`config.mk`:
```
export PLATFORM = sky130hd
export DESIGN_NAME = fcs_check
export DESIGN_NICKNAME = d
export VERILOG_FILES = /design/src/rtl/eth_pkg.sv /design/src/rtl/crc32_step.sv /design/src/rtl/fcs_check.sv
export SDC_FILE = /design/constraint.sdc
export NUM_CORES = 1
export LEC_CHECK = 0
export ABC_AREA = 1
export ABC_CLOCK_PERIOD_IN_PS = 2600
export BUFFER_PORTS_ARGS = -buffer_cell sky130_fd_sc_hd__buf_2
export CORE_AREA = 2 2 137 173
export DETAILED_ROUTE_END_ITERATION = 8
export DIE_AREA = 0 0 139 175
export GPL_TIMING_DRIVEN = 0
export REMOVE_ABC_BUFFERS = 1
export SLEW_MARGIN = 40
export SYNTH_ARGS = -nofsm -noshare
export SYNTH_HDL_FRONTEND = slang
export SYNTH_HIERARCHICAL = 1
export SYNTH_SLANG_ARGS = --single-unit
```
`constraint.sdc`:
```
create_clock -name clk -period 2.6 [get_ports clk]
set_clock_uncertainty 0.1 [all_clocks]
set_input_delay 0.39 -clock clk [delete_from_list [all_inputs] [get_ports clk]]
set_output_delay 0.39 -clock clk [all_outputs]
set_load 0.03 [all_outputs]
```
`src/rtl/eth_pkg.sv`:
```
// Shared Ethernet constants and types for the receive-side frame checkers.
package eth_pkg;

  localparam logic [31:0] CRC32_POLY    = 32'h04C11DB7;
  localparam logic [31:0] CRC32_INIT    = 32'hFFFFFFFF;
  localparam logic [31:0] CRC32_RESIDUE = 32'hC704DD7B;

  localparam int ETH_MIN_BYTES = 64;
  localparam int ETH_MAX_BYTES = 1518;

  typedef enum logic [1:0] {
    IDLE = 2'd0,
    RX   = 2'd1,
    EVAL = 2'd2
  } fcs_state_t;

endpackage

```
`src/rtl/crc32_step.sv`:
```
// Combinational CRC-32 advance over one beat; data bit 0 is the earliest wire bit.
module crc32_step
  import eth_pkg::*;
#(
  parameter int DATA_WIDTH = 2
) (
  input  logic [31:0]           crc_in,
  input  logic [DATA_WIDTH-1:0] data,
  output logic [31:0]           crc_out
);

  logic [31:0] crc_tmp;
  logic        fb;

  // Shift the register once per data bit, LSB of the beat first.
  always_comb begin
    crc_tmp = crc_in;
    fb      = 1'b0;
    for (int i = 0; i < DATA_WIDTH; i++) begin
      fb      = crc_tmp[31] ^ data[i];
      crc_tmp = {crc_tmp[30:0], 1'b0} ^ (fb ? CRC32_POLY : 32'h0);
    end
    crc_out = crc_tmp;
  end

endmodule

```
`src/rtl/fcs_check.sv`:
```
// Inline FCS/length/alignment checker for preamble-stripped Ethernet frames.
// The evaluation cycle is the first idle cycle after a frame (RX with axiiv=0),
// so status appears two cycles after the last beat and a new frame may start
// in the done cycle.
module fcs_check
  import eth_pkg::*;
#(
  parameter int          DATA_WIDTH  = 2,
  parameter int          MIN_BYTES   = ETH_MIN_BYTES,
  parameter int          MAX_BYTES   = ETH_MAX_BYTES,
  parameter logic [31:0] CRC_RESIDUE = CRC32_RESIDUE,
  parameter int          CNT_WIDTH   = 16
) (
  input  logic                             clk,
  input  logic                             rst,
  input  logic                             axiiv,
  input  logic [DATA_WIDTH-1:0]            axiid,
  output logic                             done,
  output logic                             kill,
  output logic                             err_crc,
  output logic                             err_short,
  output logic                             err_long,
  output logic                             err_align,
  output logic [$clog2(MAX_BYTES+2)-1:0]   frame_len,
  output logic [CNT_WIDTH-1:0]             good_cnt,
  output logic [CNT_WIDTH-1:0]             bad_cnt
);

  localparam int              LEN_W   = $clog2(MAX_BYTES + 2);
  localparam logic [LEN_W-1:0] LEN_SAT = LEN_W'(MAX_BYTES + 1);

  if (DATA_WIDTH != 2 && DATA_WIDTH != 8) begin : g_bad_width
    $error("fcs_check: DATA_WIDTH must be 2 or 8, got %0d", DATA_WIDTH);
  end

  fcs_state_t       state_reg, state_cur;
  logic [31:0]      crc_reg, crc_base, crc_next;
  logic [2:0]       bit_reg, bit_base, bit_next;
  logic [LEN_W-1:0] byte_reg, byte_base, byte_next;
  logic [3:0]       bit_sum;
  logic             start;
  logic             ev_crc, ev_short, ev_long, ev_align, ev_kill;

  logic             done_reg, kill_reg;
  logic             err_crc_reg, err_short_reg, err_long_reg, err_align_reg;
  logic [LEN_W-1:0] frame_len_reg;
  logic [CNT_WIDTH-1:0] good_reg, bad_reg;

  // A frame ends on the first cycle RX sees axiiv low; that cycle is EVAL.
  always_comb begin
    state_cur = state_reg;
    if (state_reg == RX && !axiiv) state_cur = EVAL;
  end

  // Start-of-frame mux: the first beat runs from the init value, not the register.
  always_comb begin
    start     = (state_cur == IDLE) && axiiv;
    crc_base  = start ? CRC32_INIT : crc_reg;
    bit_base  = start ? 3'd0 : bit_reg;
    byte_base = start ? '0 : byte_reg;
    bit_sum   = {1'b0, bit_base} + 4'(DATA_WIDTH);
    bit_next  = bit_sum[2:0];
    byte_next = byte_base;
    if (bit_sum[3] && byte_base != LEN_SAT) byte_next = byte_base + LEN_W'(1);
  end

  crc32_step #(.DATA_WIDTH(DATA_WIDTH)) u_crc_step (
    .crc_in  (crc_base),
    .data    (axiid),
    .crc_out (crc_next)
  );

  // Frame verdict from the accumulated CRC, byte count and leftover bits.
  always_comb begin
    ev_crc   = (crc_reg != CRC_RESIDUE);
    ev_short = (byte_reg < LEN_W'(MIN_BYTES));
    ev_long  = (byte_reg > LEN_W'(MAX_BYTES));
    ev_align = (bit_reg != 3'd0);
    ev_kill  = ev_crc | ev_short | ev_long | ev_align;
  end

  // Frame FSM, accumulators, held status and saturating frame counters.
  always_ff @(posedge clk) begin
    if (rst) begin
      state_reg     <= IDLE;
      crc_reg       <= CRC32_INIT;
      bit_reg       <= 3'd0;
      byte_reg      <= '0;
      done_reg      <= 1'b0;
      kill_reg      <= 1'b0;
      err_crc_reg   <= 1'b0;
      err_short_reg <= 1'b0;
      err_long_reg  <= 1'b0;
      err_align_reg <= 1'b0;
      frame_len_reg <= '0;
      good_reg      <= '0;
      bad_reg       <= '0;
    end else begin
      done_reg <= 1'b0;
      case (state_cur)
        IDLE: begin
          if (axiiv) begin
            state_reg     <= RX;
            crc_reg       <= crc_next;
            bit_reg       <= bit_next;
            byte_reg      <= byte_next;
            kill_reg      <= 1'b0;
            err_crc_reg   <= 1'b0;
            err_short_reg <= 1'b0;
            err_long_reg  <= 1'b0;
            err_align_reg <= 1'b0;
            frame_len_reg <= '0;
          end
        end
        RX: begin
          crc_reg  <= crc_next;
          bit_reg  <= bit_next;
          byte_reg <= byte_next;
        end
        EVAL: begin
          state_reg     <= IDLE;
          done_reg      <= 1'b1;
          kill_reg      <= ev_kill;
          err_crc_reg   <= ev_crc;
          err_short_reg <= ev_short;
          err_long_reg  <= ev_long;
          err_align_reg <= ev_align;
          frame_len_reg <= byte_reg;
          if (ev_kill) begin
            if (bad_reg != '1) bad_reg <= bad_reg + CNT_WIDTH'(1);
          end else begin
            if (good_reg != '1) good_reg <= good_reg + CNT_WIDTH'(1);
          end
        end
        default: state_reg <= IDLE;
      endcase
    end
  end

  assign done      = done_reg;
  assign kill      = kill_reg;
  assign err_crc   = err_crc_reg;
  assign err_short = err_short_reg;
  assign err_long  = err_long_reg;
  assign err_align = err_align_reg;
  assign frame_len = frame_len_reg;
  assign good_cnt  = good_reg;
  assign bad_cnt   = bad_reg;

endmodule

```
### After elaboration in Yosys (flattened, before gate mapping)

Cells that the tools add are included.

| cells by class | value |
|---|---|
| bitwise logic cells | 9 |
| $add $sub $neg | 4 |
| multiplexer cells | 24 |
| equal/unequal tests | 8 |
| order comparisons | 2 |
| reduce and logical (&&, ||, !) cells | 13 |

Operator list:

| cell | count |
|---|---|
| $mux W32 | 2 |
| $pmux W32 S2 | 1 |
| $xor A32 B32 Y32 | 2 |
| $mux W27 | 2 |
| $mux W11 | 4 |
| $pmux W11 S2 | 2 |
| $add A16 B1 Y16 const B | 2 |
| $ne A16 B16 Y1 const B | 2 |
| $ne A32 B32 Y1 const B | 1 |
| $add A11 B1 Y11 const B | 1 |
| $gt A11 B11 Y1 const B | 1 |
| $lt A11 B7 Y1 const B | 1 |
| $ne A11 B11 Y1 const B | 1 |
| $pmux W1 S2 | 5 |
| $mux W3 | 2 |
| $pmux W3 S2 | 1 |
| $reduce_and A2 Y1 | 3 |
| $reduce_and A3 Y1 | 2 |
| $add A3 B2 Y4 const B | 1 |
| $eq A2 B1 Y1 const B | 2 |
| $mux W2 | 2 |
| $pmux W2 S2 | 1 |
| $reduce_bool A2 Y1 | 2 |
| $logic_and A1 B1 Y1 | 3 |
| 9 further kinds | 14 |

| storage, ports and cells | value |
|---|---|
| register bits after elaboration | 97 |
| logic and storage cells | 73 |
| input bits | 5 |
| output and inout bits | 49 |

### Depth between registers and ports, before layout

Gate-level depths: netlist of run 1.

| logic depth | value |
|---|---|
| depth after elaboration | 14 |
| gate-level depth with buffers | 16 |

### Cells and area by module

The synthesis of run 1 kept the hierarchy.

Modules (own cells, without submodules):

| module | seq. area each (sq um) | instances | area each (sq um) | cells each |
|---|---|---|---|---|
| fcs_check | 1,901.8 | 1 | 5,143.7 | 778 |
| crc32_step | 0.0 | 1 | 452.9 | 78 |

### Worst setup path before layout of run 1

No wires, ideal clock.

| timing path | value |
|---|---|
| path kind | register to register |
| start | register state_reg[0] |
| end | register byte_reg[6] |
| data required time | 2,385 ps |
| setup slack | 173 ps |
| arrival | 2,212 ps |
| stages on the path, launching flop included | 17 |
| cells stage by stage | dfxtp_1 > inv_1 > ha_1 > clkbuf_1 > clkbuf_1 > nor2_1 > ha_1 > nand2_1 > nor2_1 > nand4_1 > nand2_1 > nor2_2 > nand2_1 > nor2_1 > nand3_1 > nand2_1 > nor2_1 |

| on the way | value |
|---|---|
| longest elaborated chain between the ends | 11 |

Ends and longest elaborated chain:

| item | line | RTL |
|---|---|---|
| start: declaration | fcs_check.sv:36 | `fcs_state_t state_reg, state_cur;` |
| start signal: assignment | fcs_check.sv:85 | `state_reg <= IDLE;` |
| start signal: assignment | fcs_check.sv:103 | `state_reg <= RX;` |
| start signal: assignment | fcs_check.sv:121 | `state_reg <= IDLE;` |
| $eq A2 B1 Y1 | fcs_check.sv:52 | `if (state_reg == RX && !axiiv) state_cur = EVAL;` |
| $logic_and A1 B1 Y1 | fcs_check.sv:52 |  |
| $mux W2 (*) | fcs_check.sv:52 |  |
| branches (longest 8 deep; another with $add A11 B1 Y11) | - |  |
| end signal: assignment | fcs_check.sv:106 | `byte_reg <= byte_next;` |
| end signal: assignment | fcs_check.sv:118 | `byte_reg <= byte_next;` |
| end: declaration | fcs_check.sv:39 | `logic [LEN_W-1:0] byte_reg, byte_base, byte_next;` |

Every way passes the cells marked *. The select of a mux whose other input is x is not followed.
A chain may end at the register's enable or synchronous reset.

### Worst setup path in the final report of run 1

| timing path | value |
|---|---|
| start | register state_reg[0] |
| end | register byte_reg[8] |

The elaborated chain is that of the path after synthesis.

==> run_summary.xml, run 1 <==
<?xml version="1.0" encoding="UTF-8"?>
<metrics>
  <group name="finish">
    <metric name="final_cells" unit="">1175</metric>
    <metric name="final_core_util" unit="">0.283</metric>
    <metric name="final.fill_count" unit="">2533</metric>
    <metric name="layout.nets" unit="">895</metric>
    <metric name="final_cell_area" unit="um2">6400</metric>
    <metric name="post_route_cells_drive_above_1_share" unit="">0.149</metric>
    <metric name="antenna_cells" unit="">0</metric>
    <metric name="areaGrowthSynthToFinish" unit="%">14.4</metric>
    <metric name="flip_flop_count_of_the_largest_register_all_copies_and_words_added" unit="">32</metric>
    <metric name="mostFrequentLayoutCell" unit="">sky130_fd_sc_hd__nand2_1</metric>
    <metric name="seqCellArea" unit="um2">1900</metric>
    <metric name="multi_input_area" unit="um2">3080</metric>
    <metric name="final_cell_mix" unit="">254 x sky130_fd_sc_hd__nand2_1, 102 x sky130_fd_sc_hd__nor2_1, 100 x sky130_fd_sc_hd__inv_1, 95 x sky130_fd_sc_hd__dfxtp_1, 69 x sky130_fd_sc_hd__nand3_1</metric>
  </group>
  <group name="worst_setup_path">
    <metric name="crit_arrival" unit="ns">2.55</metric>
    <metric name="crit_path_class" unit="">reg2reg</metric>
    <metric name="crit_path_max_fanout" unit="">12</metric>
    <metric name="critical_path_depth" unit="">13</metric>
    <metric name="worstReg2RegStart" unit="">state_reg[0]$_SDFFE_PP0P_</metric>
    <metric name="reg2reg_to" unit="">byte_reg[8]$_SDFFE_PP0P_</metric>
    <metric name="r2r_setup_slack" unit="ns">0.18</metric>
    <metric name="worstPathBufferInverterCount" unit="">1</metric>
    <metric name="timing.critical_path.slowest_cell_delay" unit="ns">0.45</metric>
    <metric name="endpoint_kind" unit="">flop</metric>
    <metric name="crit_chain" unit="">inv_1, ha_4, nor2_1, ha_1, nand2_1, nor2_1, nand4_1, nand2_1, nor2_2, nand2_1, nor2_2, a21oi_1, nor2_1</metric>
    <metric name="crit_path_start" unit="">state_reg[0]$_SDFFE_PP0P_</metric>
    <metric name="crit_end" unit="">byte_reg[8]$_SDFFE_PP0P_</metric>
    <metric name="critical_path.startpoint_type" unit="">flop</metric>
    <metric name="reg2regPathDepth" unit="">13</metric>
    <metric name="crit_family" unit="">simple AND/OR/NAND/NOR gates</metric>
    <metric name="slowest_stage" unit="">sky130_fd_sc_hd__dfxtp_1</metric>
    <metric name="critical_path_data_required_time" unit="ns">2.74</metric>
  </group>
  <group name="sta">
    <metric name="fraction_of_the_cycle_the_final_worst_path_needs" unit="">0.929</metric>
    <metric name="final_critical_path_setup_slack" unit="ns">0.185</metric>
    <metric name="worst_pin_slew" unit="ns">0.782</metric>
    <metric name="max-slew-margin-rel" unit="">0.479</metric>
    <metric name="period_minus_slack" unit="ns">2.42</metric>
    <metric name="final.hold.worst_slack" unit="ns">0.362</metric>
    <metric name="fin_tns_setup" unit="ns">0</metric>
    <metric name="final-hold-violation-count" unit="">0</metric>
    <metric name="setup-violations-final" unit="">0</metric>
    <metric name="final_max_slew_viol_count" unit="">0</metric>
    <metric name="timing.fmax" unit="GHz">0.414</metric>
  </group>
  <group name="die">
    <metric name="placementRows" unit="">62</metric>
    <metric name="initial_util" unit="">0.247</metric>
    <metric name="fp.coreArea" unit="um2">22700</metric>
    <metric name="dieWidth" unit="um">139</metric>
    <metric name="pin_count" unit="">54</metric>
    <metric name="fp.dieH" unit="um">175</metric>
    <metric name="floorplan.die_area" unit="um2">24300</metric>
  </group>
  <group name="job">
    <metric name="maxcap_violations" unit="">0</metric>
  </group>
  <group name="synthesis">
    <metric name="synth.lib_cells_used.distinct" unit="">38</metric>
    <metric name="ys.warnings.count" unit="">6</metric>
    <metric name="synthCells" unit="">856</metric>
    <metric name="syn_area" unit="um2">5600</metric>
    <metric name="synth-seq-cells" unit="">95</metric>
    <metric name="synth_area_per_cell" unit="um2">6.54</metric>
    <metric name="synth-seq-area-share" unit="">0.340</metric>
  </group>
  <group name="global_route">
    <metric name="antenna_found_initial" unit="">1</metric>
    <metric name="grt_first_pass_wirelength" unit="mm">23.2</metric>
    <metric name="grt_usage" unit="">0.113</metric>
    <metric name="grt_max_degree" unit="">56</metric>
    <metric name="grt_remaining_overflow" unit="">0</metric>
    <metric name="first_global_vias" unit="">4850</metric>
  </group>
  <group name="power">
    <metric name="cellLeakagePower" unit="nW">2.97</metric>
    <metric name="max-vdd-ir-drop" unit="mV">0.337</metric>
    <metric name="total_power" unit="mW">4.35</metric>
    <metric name="power.density" unit="nW/um2">680</metric>
  </group>
  <group name="cts">
    <metric name="clock_insertion_delay_worst_skew" unit="ns">0.34</metric>
    <metric name="cts_tree" unit="">yes</metric>
    <metric name="cts.htree.levels" unit="">3</metric>
    <metric name="cts_made_buffers" unit="">9</metric>
    <metric name="maximum_buffer_depth_of_the_clock_tree" unit="">2</metric>
    <metric name="number_of_clock_sinks" unit="">95</metric>
    <metric name="clock_transition_at_the_register_clock_pins_on_the_worst_setup_and_hold_paths_after_cts" unit="ns">0.07</metric>
    <metric name="cts_root_buf" unit="">sky130_fd_sc_hd__clkbuf_16</metric>
  </group>
  <group name="placement">
    <metric name="postPlaceCellArea" unit="um2">6020</metric>
    <metric name="preCtsSetupSlack" unit="ns">-0.447</metric>
    <metric name="numPlacedInstances" unit="">1154</metric>
    <metric name="finalWeightedCongestion" unit="">0.788</metric>
    <metric name="dp.final_hpwl" unit="mm">9.54</metric>
    <metric name="place.port_buffers" unit="">53</metric>
  </group>
  <group name="route">
    <metric name="antenna_left" unit="">0</metric>
    <metric name="drtIter0Drc" unit="">272</metric>
    <metric name="routed_wirelength" unit="mm">13.8</metric>
    <metric name="detailedRoute.firstPassIterationCount" unit="">5</metric>
    <metric name="routed-via-count" unit="">5258</metric>
    <metric name="drc_violation_count_after_routing" unit="">0</metric>
    <metric name="post_drt_via_cell_ratio" unit="">4.47</metric>
    <metric name="routedWlPerCell" unit="um">11.8</metric>
  </group>
  <group name="outcome">
    <metric name="status" unit="">completed</metric>
  </group>
  <group name="min_path">
    <metric name="min-delay-path-class" unit="">reg2reg</metric>
  </group>
</metrics>
[kinds of logic (layout without fill, tap and decap cells)]
| group | Yosys count | after routing | synth area share |
|---|---|---|---|
| compound gates | 62 | 62 | 0.0644 |
| xor+xnor | 19 | 19 | 0.0311 |
| fa+ha+maj | 8 | 8 | 0.0179 |
| buf+inv | 152 | 183 | 0.120 |
| flops | 95 | 95 | 0.340 |
| simple gates | 520 | 520 | 0.427 |
[report_power, final]
group          leakage [nW]  switching (mW)  internal (mW)  total (mW)
clock                 0.148           0.600          0.784        1.38
combinational          2.04           0.785          0.426        1.21
sequential            0.775           0.120           1.64        1.76
total                  2.97            1.50           2.85        4.35
[per-layer routing]
metal	up-vias	routed length, um	global-route usage
met1	2418	6330	0.134
met2	73	6840	0.206
met5	-	11	0
met4	2	183	0.0295
li1	2752	-	-
met3	13	465	0.0249
[worst min-delay path: stages, from the launching register on]
cell	delay, ns
sky130_fd_sc_hd__dfxtp_1	0.31
sky130_fd_sc_hd__nand2_1	0.06
sky130_fd_sc_hd__a21oi_1	0.05
[cell type report]
| type | count | area share |
|---|---|---|
| clock buffer | 11 | 0.0379 |
| clock inverter | 5 | 0.0104 |
| inverter | 107 | 0.0639 |
| multi-input combinational | 609 | 0.482 |
| sequential | 95 | 0.297 |
| tap | 288 | 0.0563 |
| timing repair buffer | 60 | 0.0528 |
[worst min-delay path by stage]
stage          slack (ns)  depth (start not counted)                       from                         to
3_5_place_dp         0.35                          2  frame_len[6]$_SDFFE_PP0P_  frame_len[6]$_SDFFE_PP0P_
3_3_place_gp         0.35                          2  frame_len[5]$_SDFFE_PP0P_  frame_len[5]$_SDFFE_PP0P_
5_1_grt              0.39                          2       err_crc$_SDFFE_PP0P_       err_crc$_SDFFE_PP0P_
6_report             0.36                          2  frame_len[4]$_SDFFE_PP0P_  frame_len[4]$_SDFFE_PP0P_
4_1_cts              0.37                          2  frame_len[6]$_SDFFE_PP0P_  frame_len[6]$_SDFFE_PP0P_
2_1_floorplan        0.35                          2   byte_reg[0]$_SDFFE_PP0P_  frame_len[0]$_SDFFE_PP0P_
[Yosys cell counts, drive strengths merged]
master / count / share of area
dfxtp: 95 / 0.34
nor3b: 1 / 0.0034
or2: 14 / 0.016
nor3: 13 / 0.014
ha: 8 / 0.018
nand3: 78 / 0.079
clkinv: 1 / 0.00067
clkbuf: 21 / 0.016
inv: 106 / 0.071
a21oi: 28 / 0.025
nor4: 4 / 0.0045
nand2: 262 / 0.18
o211ai: 19 / 0.025
nand4: 35 / 0.043
buf: 24 / 0.032
nand3b: 1 / 0.0013
xnor2: 14 / 0.023
o21ai: 14 / 0.013
a211oi: 1 / 0.0013
nor2: 112 / 0.084
xor2: 5 / 0.0078
[timing repair]
item / in CTS / in global routing
gates resized for setup: 3 / 4
hold endpoints to repair: 0 / 0
setup buffers: 0 / 5
hold buffers: 0 / 0
setup endpoints to repair: 27 / 14
pin swaps: 0 / 1
cloned: 0 / 0
No activity file was read; power rests on OpenSTA's default activity.
==> run 2: changes to the inputs <==
--- a/config.mk
+++ b/config.mk
@@ -8,5 +8,5 @@
 export ABC_AREA = 1
 export ABC_CLOCK_PERIOD_IN_PS = 2600
-export BUFFER_PORTS_ARGS = -buffer_cell sky130_fd_sc_hd__buf_2
+export BUFFER_PORTS_ARGS = -buffer_cell sky130_fd_sc_hd__buf_4
 export CORE_AREA = 2 2 137 173
 export DETAILED_ROUTE_END_ITERATION = 8
==> constraint.sdc (replaced) <==
create_clock -name clk -period 2.6 [get_ports clk]
set_clock_uncertainty 0.1 [all_clocks]
set_input_delay 0.39 -clock clk [delete_from_list [all_inputs] [get_ports clk]]
set_output_delay 0.39 -clock clk [all_outputs]
set_load 0.005 [all_outputs]
==> run 2 against run 1 <==
Core utilization up 0.44 points. Clock power shrank 5%. Final area is 1.6% higher. Non-clock buffer count down 2. Register-to-register slack gained 0.02 ns. Global-route usage up 0.13 points. Sequential power is essentially flat. Critical path depth unchanged. Worst setup slack gained 0.021 ns. Die area is the same. Maximum frequency grew 0.88%. Largest cell class unchanged.
==> run_summary.xml, run 2 (synthesized netlist as in run 1, its figures left out) <==
<?xml version="1.0" encoding="UTF-8"?>
<metrics>
  <group name="finish">
    <metric name="final_cell_mix" unit="">254 x sky130_fd_sc_hd__nand2_1, 102 x sky130_fd_sc_hd__nor2_1, 100 x sky130_fd_sc_hd__inv_1, 95 x sky130_fd_sc_hd__dfxtp_1, 69 x sky130_fd_sc_hd__nand3_1</metric>
    <metric name="layout.nets" unit="">893</metric>
    <metric name="flip_flop_count_of_the_largest_register_all_copies_and_words_added" unit="">32</metric>
    <metric name="areaGrowthSynthToFinish" unit="%">16.1</metric>
    <metric name="mostFrequentLayoutCell" unit="">sky130_fd_sc_hd__nand2_1</metric>
    <metric name="final_cell_area" unit="um2">6500</metric>
    <metric name="post_route_cells_drive_above_1_share" unit="">0.148</metric>
    <metric name="antenna_cells" unit="">0</metric>
  </group>
  <group name="worst_setup_path">
    <metric name="crit_arrival" unit="ns">2.54</metric>
    <metric name="critical_path.startpoint_type" unit="">flop</metric>
    <metric name="reg2reg_to" unit="">byte_reg[8]$_SDFFE_PP0P_</metric>
    <metric name="r2r_setup_slack" unit="ns">0.21</metric>
    <metric name="crit_path_class" unit="">reg2reg</metric>
    <metric name="timing.critical_path.slowest_cell_delay" unit="ns">0.44</metric>
    <metric name="crit_path_max_fanout" unit="">12</metric>
    <metric name="worstReg2RegStart" unit="">state_reg[0]$_SDFFE_PP0P_</metric>
    <metric name="slowest_stage" unit="">sky130_fd_sc_hd__dfxtp_1</metric>
    <metric name="endpoint_kind" unit="">flop</metric>
    <metric name="crit_chain" unit="">inv_1, ha_4, nor2_1, ha_1, nand2_1, nor2_1, nand4_1, nand2_1, nor2_2, nand2_1, nor2_2, a21oi_1, nor2_1</metric>
    <metric name="reg2regPathDepth" unit="">13</metric>
    <metric name="critical_path_data_required_time" unit="ns">2.75</metric>
  </group>
  <group name="power">
    <metric name="cellLeakagePower" unit="nW">2.94</metric>
    <metric name="max-vdd-ir-drop" unit="mV">0.264</metric>
    <metric name="power.density" unit="nW/um2">656</metric>
  </group>
  <group name="route">
    <metric name="routed-via-count" unit="">5272</metric>
    <metric name="antenna_left" unit="">0</metric>
    <metric name="post_drt_via_cell_ratio" unit="">4.49</metric>
    <metric name="routed_wirelength" unit="mm">14.1</metric>
    <metric name="detailedRoute.firstPassIterationCount" unit="">5</metric>
    <metric name="drc_violation_count_after_routing" unit="">0</metric>
    <metric name="drtIter0Drc" unit="">281</metric>
    <metric name="routedWlPerCell" unit="um">12.0</metric>
  </group>
  <group name="sta">
    <metric name="max-slew-margin-rel" unit="">0.469</metric>
    <metric name="period_minus_slack" unit="ns">2.39</metric>
    <metric name="setup-violations-final" unit="">0</metric>
    <metric name="final-hold-violation-count" unit="">0</metric>
    <metric name="final_critical_path_setup_slack" unit="ns">0.205</metric>
    <metric name="worst_pin_slew" unit="ns">0.796</metric>
    <metric name="timing.fmax" unit="GHz">0.418</metric>
    <metric name="fraction_of_the_cycle_the_final_worst_path_needs" unit="">0.921</metric>
    <metric name="final_max_slew_viol_count" unit="">0</metric>
    <metric name="final.hold.worst_slack" unit="ns">0.358</metric>
  </group>
  <group name="global_route">
    <metric name="grt_first_pass_wirelength" unit="mm">23.2</metric>
    <metric name="grt_remaining_overflow" unit="">0</metric>
    <metric name="antenna_found_initial" unit="">0</metric>
    <metric name="grt_usage" unit="">0.114</metric>
    <metric name="grt_max_degree" unit="">56</metric>
    <metric name="first_global_vias" unit="">4741</metric>
  </group>
  <group name="min_path">
    <metric name="min-delay-path-class" unit="">in2reg</metric>
    <metric name="worst_hold_startpoint" unit="">rst</metric>
    <metric name="timing.hold.worst_endpoint" unit="">byte_reg[0]$_SDFFE_PP0P_</metric>
    <metric name="worstHoldPathCells" unit="">2</metric>
  </group>
  <group name="placement">
    <metric name="preCtsSetupSlack" unit="ns">-0.498</metric>
    <metric name="finalWeightedCongestion" unit="">0.805</metric>
    <metric name="dp.final_hpwl" unit="mm">9.64</metric>
    <metric name="postPlaceCellArea" unit="um2">6150</metric>
    <metric name="place.port_buffers" unit="">53</metric>
  </group>
  <group name="die">
    <metric name="pin_count" unit="">54</metric>
    <metric name="dieWidth" unit="um">139</metric>
    <metric name="fp.dieH" unit="um">175</metric>
    <metric name="initial_util" unit="">0.247</metric>
    <metric name="fp.coreArea" unit="um2">22700</metric>
    <metric name="floorplan.die_area" unit="um2">24300</metric>
    <metric name="placementRows" unit="">62</metric>
  </group>
  <group name="cts">
    <metric name="clock_transition_at_the_register_clock_pins_on_the_worst_setup_and_hold_paths_after_cts" unit="ns">0.07</metric>
    <metric name="cts_tree" unit="">yes</metric>
    <metric name="maximum_buffer_depth_of_the_clock_tree" unit="">2</metric>
    <metric name="number_of_clock_sinks" unit="">95</metric>
    <metric name="cts_made_buffers" unit="">9</metric>
    <metric name="clock_insertion_delay_worst_skew" unit="ns">0.35</metric>
    <metric name="cts_hold_buffers" unit="">0</metric>
    <metric name="cts.htree.levels" unit="">3</metric>
    <metric name="cts_root_buf" unit="">sky130_fd_sc_hd__clkbuf_16</metric>
  </group>
  <group name="job">
    <metric name="maxcap_violations" unit="">0</metric>
  </group>
  <group name="outcome">
    <metric name="status" unit="">completed</metric>
  </group>
</metrics>
## run 2: worst max-delay path: cells and delay by family, from the launching register on
family                   cells  cell delay (ns)
AND/OR/NAND/NOR              9             1.07
buffers and inverters        1             0.13
adder cells (fa/ha/maj)      2             0.43
AO/OA/AOI/OAI                1             0.12
flip-flops                   1             0.44
## run 2: cell type report
| type | instances | area, um2 |
|---|---|---|
| multi-input combinational | 609 | 3080 |
| sequential | 95 | 1900 |
| inverter | 107 | 409 |
| fill | 2537 | 16200 |
| tap | 288 | 360 |
| timing repair buffer | 58 | 455 |
| clock inverter | 7 | 66.3 |
| clock buffer | 9 | 225 |
## run 2: repair_timing
item | CTS | global route
endpoints found under the setup margin | 27 | 12
resized for setup | 3 | 4
pin swaps | 0 | 2
setup buffers | 0 | 3
## run 2: report_power, final
group          switching (mW)  leakage (nW)  internal, mW
Sequential              0.124         0.775          1.64
Combinational           0.767          2.03         0.426
Clock                   0.639         0.136         0.670
## run 2: metal layers
layer / wire (um) / up-vias / global-route usage / share of wire
met3: 469 / 16 / 0.0211 / 0.033
li1: - / 2761 / - / -
met2: 7000 / 80 / 0.201 / 0.49
met5: 0 / - / 0 / 0
met1: 6440 / 2415 / 0.140 / 0.46
met4: 234 / 0 / 0.0400 / 0.017
## run 2: worst max path at each step
stage	from	to	slack (ns)	cells past startpoint
CTS	state_reg[0]$_SDFFE_PP0P_	crc_reg[1]$_SDFFE_PP1P_	0.10	9
floorplan	axiiv	byte_reg[10]$_SDFFE_PP0P_	-0.02	10
finish	state_reg[0]$_SDFFE_PP0P_	byte_reg[8]$_SDFFE_PP0P_	0.21	13
global route	state_reg[0]$_SDFFE_PP0P_	byte_reg[6]$_SDFFE_PP0P_	-0.003	14
detailed placement	axiiv	byte_reg[8]$_SDFFE_PP0P_	-0.50	13
global placement	axiiv	byte_reg[10]$_SDFFE_PP0P_	-1.31	11
## run 2: through the flow
stage	util	TNS, ns	total power, mW	cells
6_report	0.287	0	4.26	1173
3_3_place_gp	0.269	-59.13	2.89	1152
4_1_cts	0.285	0	4.29	1170
2_1_floorplan	-	-0.0208	2.60	811
3_5_place_dp	0.272	-8.74	2.94	1154
5_1_grt	0.287	-0.00346	4.55	1173
==> run 3: changes to the inputs <==
ABC_AREA = not set   (was 1)
CORE_AREA = 2 2 131 165   (was 2 2 137 173)
DIE_AREA = 0 0 133 167   (was 0 0 139 175)
==> run 3 against run 2 <==
Sequential share of layout area grew 1.2 points. Cell count is 20% lower. Wire length is 10% lower. Sequential power decreased by 5%. Non-clock buffer count rose by 19. Sequential cell count unchanged. Die area decreased by 8.7%. Critical path depth decreased by 7. Highest routed layer unchanged. Critical endpoint is now good_cnt[13]$_SDFFE_PP0P_. Final area decreased by 3.0%. The flow now finishes with violations (setup timing). Total power fell by 7.9%. Clock power grew 3%. First-iteration DRC count decreased by 27%.
==> run_summary.xml, run 3 <==
<?xml version="1.0" encoding="UTF-8"?>
<metrics>
  <group name="outcome">
    <metric name="status" unit="">complete, but fails checks</metric>
    <metric name="failed_checks" unit="">setup timing</metric>
  </group>
  <group name="cts">
    <metric name="cts_hold_buffers" unit="">0</metric>
    <metric name="number_of_clock_sinks" unit="">95</metric>
    <metric name="cts.htree.levels" unit="">3</metric>
    <metric name="cts_made_buffers" unit="">9</metric>
    <metric name="clock_transition_at_the_register_clock_pins_on_the_worst_setup_and_hold_paths_after_cts" unit="ns">0.07</metric>
    <metric name="cts_root_buf" unit="">sky130_fd_sc_hd__clkbuf_16</metric>
    <metric name="clock_insertion_delay_worst_skew" unit="ns">0.35</metric>
    <metric name="cts_tree" unit="">yes</metric>
    <metric name="maximum_buffer_depth_of_the_clock_tree" unit="">2</metric>
  </group>
  <group name="synthesis">
    <metric name="syn_area" unit="um2">5110</metric>
    <metric name="synthCells" unit="">625</metric>
    <metric name="synth_edf_count" unit="">0</metric>
    <metric name="synth_area_leader_cell" unit="">sky130_fd_sc_hd__dfxtp_1</metric>
    <metric name="netlist.area_leader.share" unit="">0.372</metric>
    <metric name="async_flop_share" unit="">0</metric>
    <metric name="postSynth.topFlopCell" unit="">sky130_fd_sc_hd__dfxtp_1</metric>
    <metric name="synthTopCellsByArea" unit="">sky130_fd_sc_hd__dfxtp_1 37%, sky130_fd_sc_hd__nand2_1 7.6%, sky130_fd_sc_hd__nand3b_1 4.8%</metric>
    <metric name="synthMostInstantiatedCell" unit="">sky130_fd_sc_hd__nand2_1</metric>
    <metric name="synth_common_cells" unit="">103 x sky130_fd_sc_hd__nand2_1, 95 x sky130_fd_sc_hd__dfxtp_1, 56 x sky130_fd_sc_hd__nor2_1, 42 x sky130_fd_sc_hd__a21oi_1, 34 x sky130_fd_sc_hd__or2_2</metric>
    <metric name="synth-seq-area-share" unit="">0.372</metric>
    <metric name="synth_area_per_cell" unit="um2">8.18</metric>
    <metric name="ys.warnings.count" unit="">6</metric>
    <metric name="synth.lib_cells_used.distinct" unit="">56</metric>
    <metric name="synth-seq-cells" unit="">95</metric>
  </group>
  <group name="power">
    <metric name="power.density" unit="nW/um2">622</metric>
    <metric name="power.share.clock" unit="">0.345</metric>
    <metric name="netSwitchingPower" unit="mW">1.15</metric>
    <metric name="seq_power_share" unit="">0.428</metric>
    <metric name="share_comb_of_total_power" unit="">0.227</metric>
    <metric name="cellLeakagePower" unit="nW">2.32</metric>
    <metric name="internal_power" unit="mW">2.77</metric>
    <metric name="p_sw_frac" unit="">0.294</metric>
    <metric name="max-vdd-ir-drop" unit="mV">0.425</metric>
    <metric name="total_power" unit="mW">3.92</metric>
  </group>
  <group name="worst_setup_path">
    <metric name="crit_path_class" unit="">reg2reg</metric>
    <metric name="critical_path.startpoint_type" unit="">flop</metric>
    <metric name="crit_path_start" unit="">byte_reg[9]$_SDFFE_PP0P_</metric>
    <metric name="worstReg2RegStart" unit="">byte_reg[9]$_SDFFE_PP0P_</metric>
    <metric name="crit_arrival" unit="ns">2.85</metric>
    <metric name="crit_path_max_fanout" unit="">5</metric>
    <metric name="critical_path_data_required_time" unit="ns">2.78</metric>
    <metric name="endpoint_kind" unit="">flop</metric>
  </group>
  <group name="global_route">
    <metric name="first_global_vias" unit="">4056</metric>
    <metric name="grt_remaining_overflow" unit="">0</metric>
    <metric name="antenna_found_initial" unit="">0</metric>
    <metric name="grt_usage" unit="">0.112</metric>
    <metric name="grt_max_degree" unit="">103</metric>
    <metric name="grt_first_pass_wirelength" unit="mm">20.4</metric>
  </group>
  <group name="placement">
    <metric name="place.port_buffers" unit="">53</metric>
    <metric name="dp.final_hpwl" unit="mm">7.66</metric>
    <metric name="numPlacedInstances" unit="">906</metric>
    <metric name="finalWeightedCongestion" unit="">0.770</metric>
  </group>
  <group name="sta">
    <metric name="worst_pin_slew" unit="ns">0.756</metric>
    <metric name="fin_tns_setup" unit="ns">-0.318</metric>
    <metric name="setup-violations-final" unit="">9</metric>
    <metric name="final_max_slew_viol_count" unit="">0</metric>
    <metric name="timing.fmax" unit="GHz">0.374</metric>
    <metric name="period_minus_slack" unit="ns">2.67</metric>
    <metric name="fraction_of_the_cycle_the_final_worst_path_needs" unit="">1.03</metric>
    <metric name="final-hold-violation-count" unit="">0</metric>
    <metric name="final_critical_path_setup_slack" unit="ns">-0.0747</metric>
    <metric name="grt_setup_unrepaired" unit="">yes</metric>
    <metric name="max-slew-margin-rel" unit="">0.496</metric>
  </group>
  <group name="die">
    <metric name="initial_util" unit="">0.248</metric>
    <metric name="dieWidth" unit="um">133</metric>
    <metric name="floorplan.die_area" unit="um2">22200</metric>
    <metric name="fp.coreArea" unit="um2">20600</metric>
    <metric name="pin_count" unit="">54</metric>
    <metric name="placementRows" unit="">59</metric>
    <metric name="fp.dieH" unit="um">167</metric>
  </group>
  <group name="finish">
    <metric name="final_cell_mix" unit="">103 x sky130_fd_sc_hd__nand2_1, 85 x sky130_fd_sc_hd__dfxtp_1, 64 x sky130_fd_sc_hd__buf_4, 55 x sky130_fd_sc_hd__nor2_1, 41 x sky130_fd_sc_hd__a21oi_1</metric>
    <metric name="seqCellArea" unit="um2">1920</metric>
    <metric name="multi_input_area" unit="um2">3070</metric>
    <metric name="final_cells" unit="">942</metric>
    <metric name="layout.nets" unit="">676</metric>
    <metric name="mostFrequentLayoutCell" unit="">sky130_fd_sc_hd__nand2_1</metric>
    <metric name="areaGrowthSynthToFinish" unit="%">23.3</metric>
    <metric name="final.fill_count" unit="">2181</metric>
    <metric name="flip_flop_count_of_the_largest_register_all_copies_and_words_added" unit="">32</metric>
    <metric name="post_route_cells_drive_above_1_share" unit="">0.259</metric>
    <metric name="antenna_cells" unit="">0</metric>
  </group>
  <group name="min_path">
    <metric name="min-delay-path-class" unit="">reg2reg</metric>
    <metric name="worst_hold_startpoint" unit="">err_align$_SDFFE_PP0P_</metric>
  </group>
  <group name="job">
    <metric name="maxcap_violations" unit="">0</metric>
  </group>
  <group name="route">
    <metric name="drc_violation_count_after_routing" unit="">0</metric>
    <metric name="routed_wirelength" unit="mm">12.7</metric>
    <metric name="routedWlPerCell" unit="um">13.5</metric>
    <metric name="post_drt_via_cell_ratio" unit="">4.73</metric>
    <metric name="routed-via-count" unit="">4456</metric>
    <metric name="detailedRoute.firstPassIterationCount" unit="">4</metric>
    <metric name="antenna_left" unit="">0</metric>
    <metric name="drtIter0Drc" unit="">206</metric>
  </group>
</metrics>
-- run 3: cell types whose count changed after synthesis, moves of 17 or more --
cell and change:
sky130_fd_sc_hd__nand3b_1 +32, sky130_fd_sc_hd__or2_2 +20, sky130_fd_sc_hd__nor2_1 -48, sky130_fd_sc_hd__o211ai_1 -17
sky130_fd_sc_hd__inv_1 -96, sky130_fd_sc_hd__nand4_1 -19, sky130_fd_sc_hd__nand2_1 -151, sky130_fd_sc_hd__nand3_1 -53
-- run 3: cell families after synthesis --
kind of cell,share of synthesized area
buffers and inverters,0.0558
adders and majority gates,0.0196
muxes,0.0154
and+or+nand+nor,0.351
DFF,0.372
AOI/OAI and AO/OA,0.109
xor gates and xnor gates,0.0769
-- run 3: critical path, stage by stage (launching register included) --
cell	delay, ns
sky130_fd_sc_hd__dfxtp_4	0.35
sky130_fd_sc_hd__nand3b_1	0.25
sky130_fd_sc_hd__or4b_4	0.59
sky130_fd_sc_hd__a2111o_2	0.50
sky130_fd_sc_hd__buf_2	0.18
sky130_fd_sc_hd__or4_1	0.50
sky130_fd_sc_hd__a21oi_1	0.14
-- run 3: final cells by class --
cell class / instances / share of cell area
clock buffers: 10 / 0.0363
repair buffers: 77 / 0.104
inverters: 5 / 0.00298
well taps: 274 / 0.0544
clock inverters: 6 / 0.0109
multi-input cells: 475 / 0.487
flip-flops and latches: 95 / 0.305
-- run 3: worst paths after layout --
kind / to / slack [ns] / depth (start not counted)
setup / recovery: good_cnt[13]$_SDFFE_PP0P_ / -0.07 / 6
setup reg to reg: good_cnt[13]$_SDFFE_PP0P_ / -0.07 / 6
hold reg to reg: err_align$_SDFFE_PP0P_ / 0.37 / 2
hold / removal: err_align$_SDFFE_PP0P_ / 0.37 / 2
-- run 3: repair_timing --
| item | 4_1_cts | 5_1_grt |
|---|---|---|
| endpoints found under the hold margin | 0 | 0 |
| cloned | 1 | 3 |
| pin swaps | 7 | 16 |
| gates resized for setup | 15 | 19 |
| setup endpoints to repair | 33 | 37 |
| buffers inserted | 5 | 11 |
-- run 3: metal layers --
metal,share of wire,global-route usage,up-vias
met5,0,0,-
met4,0.014,0.0323,0
met3,0.044,0.0244,14
met2,0.48,0.185,77
met1,0.46,0.147,2112
li1,-,-,2253
-- run 3: through the flow --
stage,setup slack (ns),hold WS (ns),utilization,cell area [um2]
2_1_floorplan,-0.396,0.343,-,4840
3_3_place_gp,-1.20,0.357,0.271,5580
3_5_place_dp,-0.269,0.364,0.276,5690
4_1_cts,-0.0277,0.373,0.296,6090
5_1_grt,-0.147,0.396,0.306,6300
6_report,-0.0747,0.369,0.306,6300
-- run 3: power groups by stage --
| stage | logic (mW) | clock network [mW] | registers [mW] |
|---|---|---|---|
| 2_1_floorplan | 0.637 | 0 | 1.68 |
| 3_3_place_gp | 0.808 | 0 | 1.71 |
| 3_5_place_dp | 0.850 | 0 | 1.71 |
| 4_1_cts | 0.888 | 1.42 | 1.68 |
| 5_1_grt | 0.999 | 1.46 | 1.70 |
| 6_report | 0.891 | 1.35 | 1.68 |
